[src/rtl/mux_nto1_rr.sv]
// mux_nto1_rr: N-channel registered mux with per-channel valid/ready,
// selecting by external index or by a fair round-robin scan.
module mux_nto1_rr #(
    parameter int WIDTH = 8,
    parameter int NCH   = 4,
    parameter int SELW  = $clog2(NCH)
) (
    input  logic                 clk,
    input  logic                 rst_n,
    input  logic                 mode,
    input  logic [SELW-1:0]      sel,
    input  logic [NCH*WIDTH-1:0] in_data,
    input  logic [NCH-1:0]       in_valid,
    output logic [NCH-1:0]       in_ready,
    output logic [WIDTH-1:0]     out_data,
    output logic [SELW-1:0]      out_ch,
    output logic                 out_valid,
    input  logic                 out_ready
);
    logic [SELW-1:0]    ptr, rr_gnt, gnt;
    logic [2*NCH-1:0]   dbl_valid;
    logic [NCH-1:0]     rot_valid;
    logic [WIDTH-1:0]   gnt_data;
    logic               man_ok, gnt_ok, can_acc, xfer;
    int                 j;

    // rot_valid[k] is the valid of channel ptr+k (mod NCH); scan downward so the lowest k wins
    always_comb begin
        dbl_valid = {in_valid, in_valid} >> ptr;
        rot_valid = dbl_valid[NCH-1:0];
        rr_gnt    = ptr;
        man_ok    = 1'b0;
        j         = 0;
        for (int k = NCH - 1; k >= 0; k--) begin
            if (rot_valid[k]) begin
                j      = int'(ptr) + k;
                rr_gnt = SELW'(j >= NCH ? j - NCH : j);
            end
        end
        for (int i = 0; i < NCH; i++)
            if (sel == SELW'(i) && in_valid[i]) man_ok = 1'b1;
    end

    always_comb begin
        gnt      = mode ? rr_gnt : sel;
        gnt_ok   = mode ? |in_valid : man_ok;
        can_acc  = !out_valid || out_ready;
        xfer     = rst_n && can_acc && gnt_ok;
        in_ready = xfer ? NCH'(1) << gnt : '0;
        gnt_data = '0;
        for (int i = 0; i < NCH; i++)
            if (gnt == SELW'(i)) gnt_data = in_data[i*WIDTH +: WIDTH];
    end

    always_ff @(posedge clk or negedge rst_n) begin
        if (!rst_n) begin
            out_valid <= 1'b0;
            out_data  <= '0;
            out_ch    <= '0;
            ptr       <= '0;
        end else if (xfer) begin
            out_valid <= 1'b1;
            out_data  <= gnt_data;
            out_ch    <= gnt;
            if (mode) ptr <= (int'(gnt) == NCH - 1) ? '0 : gnt + SELW'(1);
        end else if (out_ready) begin
            out_valid <= 1'b0;
        end
    end
endmodule
[config.mk]
export PLATFORM = sky130hd
export DESIGN_NAME = mux_nto1_rr
export DESIGN_NICKNAME = d
export VERILOG_FILES = /design/src/rtl/mux_nto1_rr.sv
export SDC_FILE = /design/constraint.sdc
export NUM_CORES = 1
export LEC_CHECK = 0
export CAP_MARGIN = 20
export CORE_ASPECT_RATIO = 0.75
export CORE_MARGIN = 8
export CORE_UTILIZATION = 41
export DETAILED_ROUTE_END_ITERATION = 8
export HOLD_SLACK_MARGIN = 0.1
export PLACE_DENSITY = 0.92
export SETUP_SLACK_MARGIN = 0.1
export SYNTH_ARGS = -nofsm -noshare
export SYNTH_HDL_FRONTEND = slang
export SYNTH_SLANG_ARGS = --single-unit
[constraint.sdc]
create_clock -name clk -period 6.3 [get_ports clk]
set_clock_uncertainty 0.15 [all_clocks]
set_input_delay 1.26 -clock clk [delete_from_list [all_inputs] [get_ports clk]]
set_output_delay 1.26 -clock clk [all_outputs]
set_load 0.05 [all_outputs]
# Word-level counts from Yosys, hierarchy flattened
# Cells that the tools add are included.
[word_totals]
register_bits = 13
elab_cells = 60
out_inout_bits = 15
input_bits = 42
[classes]
n_eq_ne = 7
reduce_logical = 13
n_lt_le_gt_ge = 4
n_mux = 22
add_sub_neg = 8
shifts = 2
[op_table]
columns = ["cell", "count"]
rows = [
  ["$mux 8", 4],
  ["$mux 2", 10],
  ["$ge 3x3->1 const B", 3],
  ["$eq 2x2->1 const B", 4],
  ["$shr 8x2->4", 1],
  ["$sub 2x1->2 const B", 4],
  ["$mux 1", 7],
  ["$add 2x2->3 const B", 2],
  ["$eq 2x1->1 const B", 3],
  ["$logic_and 1x1->1", 6],
  ["$logic_not 2->1", 2],
  ["$mux 4", 1],
  ["$reduce_or 4->1", 1],
  ["$shl 1x2->4 const A", 1],
  ["$add 2x1->3 const B", 1],
  ["$ge 2x3->1 const B", 1],
  ["$add 2x1->2 const B", 1],
  ["$reduce_and 2->1", 1],
  ["$reduce_bool 2->1", 1],
  ["$logic_not 1->1", 1],
  ["$logic_or 1x1->1", 1],
]

# Depth between registers and ports, before layout
[depth]
word_depth = 13
depth_mapped = 11
ltp_nobuf = 9

# Worst setup path before layout
# OpenSTA, ideal clock, no wires.
[synth_path]
kind = "input to output"
startpoint = "input in_valid[2]"
endpoint = "output in_ready[3]"
t_required_ns = 4.890
arrival_time_ns = 3.339
cell_stages = 8
path_slack_ns = 1.551
path_cell_list = "mux2i_1 > nor2_1 > o32ai_1 > ha_1 > clkbuf_1 > clkbuf_1 > inv_1 > nor2_1"
[synth_via]
elab_chain_cells = 8
[synth_lines]
columns = ["item", "line_no", "text"]
rows = [
  ["from (decl)", "13", "input logic [NCH-1:0] in_valid,"],
  ["$shr 8x2->4 *", "29", "dbl_valid = {in_valid, in_valid} >> ptr;"],
  ["$mux 2 (3 in series)", "35", "if (rot_valid[k]) begin"],
  ["$mux 2 *", "35", ""],
  ["$mux 2 *", "45", "gnt = mode ? rr_gnt : sel;"],
  ["via gnt[0]", "20", "logic [SELW-1:0] ptr, rr_gnt, gnt;"],
  ["$shl 1x2->4 *", "49", "in_ready = xfer ? NCH'(1) << gnt : '0;"],
  ["$mux 4 *", "49", ""],
  ["to (decl)", "14", "output logic [NCH-1:0] in_ready,"],
]
# Mark *: on every way through the listed nets, which the timed path passes. The rest lies on a longest branch.

# Worst setup path in the final report
[layout_path]
startpoint = "input mode"
endpoint = "output in_ready[2]"
[layout_via]
elab_chain_cells = 3
[layout_lines]
columns = ["item", "line_no", "text"]
rows = [
  ["from (decl)", "10", "input logic mode,"],
  ["$mux 2", "45", ""],
  ["via gnt[1]", "20", ""],
  ["$shl 1x2->4", "49", ""],
  ["$mux 4", "49", ""],
]
# The timed path passes the listed nets, and every way through them passes these cells.

==> results.yml <==
sta:
  fmax_ghz: 0.178
  tightest_slew_ns: 0.590
  fin_ws_ns: 0.696
  rsz0062_at_grt: "no"
  whs_ns: 0.364
  relSlewSlack_pct: 60.5
  finalCritPeriodShare_pct: 88.9
  setup_tns_ns: 0
  finalCriticalPeriod_ns: 5.60
  finalHoldViolCount: 0
  setup_viol: 0
  slew_viol_final: 0
power:
  seqPwrFrac_pct: 26.6
  internal-power_uw: 279
  power.total_uw: 520
  power_density_nw_per_um2: 319
  power_frac_comb_pct: 63.3
  clkPwrFrac_pct: 10.1
  power.leakage_uw: 0.000674
  switching_share_pct: 46.4
  p_sw_uw: 241
  peakVddDrop_uv: 183
clock_network:
  cts-resized-gates: 0
  clk_pin_slew_ns: 0.08
  cts_buffers: 3
  cts_tree: "done"
  postCtsHoldBufs: 0
  htreeDepth: 1
  insertion_delay_ns: 0.28
  cts.path.max_buffers: 2
  cts_setup_buffers: 0
  clock-sinks: 13
  cts_root_buffer: "clkbuf_4"
route:
  drc_errors: 0
  via_count: 1090
  drt_wl_total_microns: 3490
  vias_per_cell: 5.48
  drt_pass1_iterations: 4
  detail-route-antenna-nets: 0
  wire_per_inst_microns: 17.5
  first_iter_violations: 63
finish:
  ff_latch_area_sq_um: 325
  multi_input_area_sq_um: 631
  antenna_cells: 0
  fillers: 187
  layout-drive-gt1-share_pct: 10.9
  syn2layout_area_growth_pct: 59.5
  nets: 212
global_routing:
  grt_max_degree: 18
  grt_pass1_wl_microns: 5420
  grt_overflow: 0
  antenna_found_initial: 0
  gr-usage-all-layers_pct: 16.2
  grt_pass1_vias: 1102
logic_synthesis:
  syn_area_sq_um: 1020
  synth_seq_cells: 13
  syn_inst: 109
  synth_edf_count: 0
  avgSynthCellArea_sq_um: 9.38
  synth_ff_type: "dfrtp_1"
  synth_nets: 155
  synthArstFlopShare_pct: 100
  synth_seq_area_share_pct: 31.8
  yosysWarnings: 0
  ys_types: 28
min_path:
  hold_path.class: "flip-flop to flip-flop"
floorplanning:
  dieArea_sq_um: 4360
  die_y_microns: 59.2
  dieWidth_microns: 73.7
  io_pins: 57
  start_util_pct: 43.9
  core_area_sq_um: 2330
  rows: 15
run:
  cap_violations: 0
setup_path:
  crit_fanout: 9
  slowest_stage: "clkdlybuf4s50_1"
  required_ns: 4.89
  start_kind: "primary input"
  critPathMaxStageDelay_ns: 0.82
  critical_path_class: "primary input to primary output"
  crit_chain: "clkdlybuf4s50_1 -> inv_1 -> a211o_1 -> o211ai_1 -> ha_1 -> clkinv_1 -> nor2_1 -> clkdlybuf4s50_1"
  cp_common_cell: "clkdlybuf4s50_1"
  arrival_ns: 4.19
  end_kind: "primary output"
placement:
  gp_congestion: 0.829
  dp_hpwl_microns: 2950
  io_buffers: 56
  pre_cts_ws_ns: 0.749
run_status:
  outcome: "complete, no violations"
==> registers in the layout, indices dropped and copies added (netlist names) <==
register	cells
out_data	8
out_valid	1
out_ch	2
ptr	2
==> placed cells by master (no fill, tap or decap) <==
cell / instances
a211o_1: 1
a21oi_1: 1
a221oi_1: 8
buf_4: 2
clkbuf_1: 1
clkbuf_4: 3
clkdlybuf4s50_1: 56
clkinv_1: 1
dfrtp_1: 13
ha_1: 4
inv_1: 7
mux2_2: 4
mux2_4: 7
mux2i_1: 2
nand2_1: 10
nand2b_1: 4
nand3_1: 1
nand3b_4: 1
nor2_1: 14
nor2b_1: 4
nor3_1: 1
o211ai_1: 2
o21ai_0: 3
o2bb2ai_2: 1
o31ai_1: 10
o32ai_1: 1
o41a_1: 1
o41ai_1: 1
or2b_1: 1
==> routing by layer <==
layer / vias up / global-route usage [%] / part of all wire, %
met5: - / 0 / 0
met4: 0 / 4.25 / 2.0
met3: 8 / 5.07 / 5.9
met2: 37 / 30.6 / 58
met1: 534 / 16.6 / 34
li1: 511 / - / -
==> path summary, 6_finish.rpt <==
path                              from     endpoint  slack (ns)  depth (start not counted)
max in group asynchronous        rst_n  out_data[0]        4.68                          2
setup reg to reg                ptr[1]  out_data[7]        3.20                          9
min in group asynchronous        rst_n  out_data[4]        1.14                          2
hold reg to reg            out_data[0]  out_data[0]        0.36                          1
setup / recovery                  mode  in_ready[2]        0.70                          8
hold / removal             out_data[0]  out_data[0]        0.36                          1
==> cells by family (layout without fill, tap and decap cells) <==
group / count (synthesis) / count (layout) / share of synthesized area, %
flops: 13 / 13 / 31.8
fa+ha+maj: 4 / 4 / 4.90
buf+inv: 14 / 70 / 6.49
compound gates: 29 / 29 / 22.8
simple gates: 36 / 36 / 17.4
mux: 13 / 13 / 16.6
==> power by group through the flow <==
stage | Clock [uW] | Combinational [uW] | Sequential [uW]
final | 52.3 | 330 | 138
after detailed placement | 0 | 330 | 140
after floorplan | 0 | 113 | 238
after global placement | 0 | 322 | 138
after CTS | 54.7 | 332 | 139
after global routing | 60.5 | 348 | 144
==> stage by stage <==
stage,utilization (%),instances,cell area [sq um]
floorplan,-,109,1020
global placement,68.9,195,1600
detailed placement,68.9,195,1600
CTS,70.1,199,1630
global route,70.1,199,1630
finish,70.1,199,1630
==> layout make-up <==
class | instances | share of cell area (%)
clock buffers | 4 | 1.61
flip-flops and latches | 13 | 20.0
inverters | 8 | 1.84
multi-input cells | 82 | 38.7
well taps | 34 | 2.61
repair buffers | 58 | 35.3
==> cell usage after synthesis, types with 3 or more instances <==
| master | n | area share (%) |
|---|---|---|
| o21ai_0 | 3 | 1.5 |
| nand2b_1 | 4 | 2.4 |
| nand2_1 | 10 | 3.7 |
| a221oi_1 | 8 | 6.9 |
| o31ai_1 | 10 | 7.3 |
| dfrtp_1 | 13 | 32 |
| ha_1 | 4 | 4.9 |
| mux2_4 | 7 | 10 |
| inv_1 | 7 | 2.6 |
| mux2_2 | 4 | 4.4 |
| nor2b_1 | 4 | 2.4 |
| nor2_1 | 14 | 5.1 |
| clkbuf_1 | 3 | 1.1 |
==> worst max-delay path, delay by kind of cell <==
kind            cells  cell delay, ns
simple gates        1            0.16
compound gates      2            0.58
buf+inv             4            1.78
fa+ha+maj           1            0.41
No activity file was read; power rests on OpenSTA's default activity.
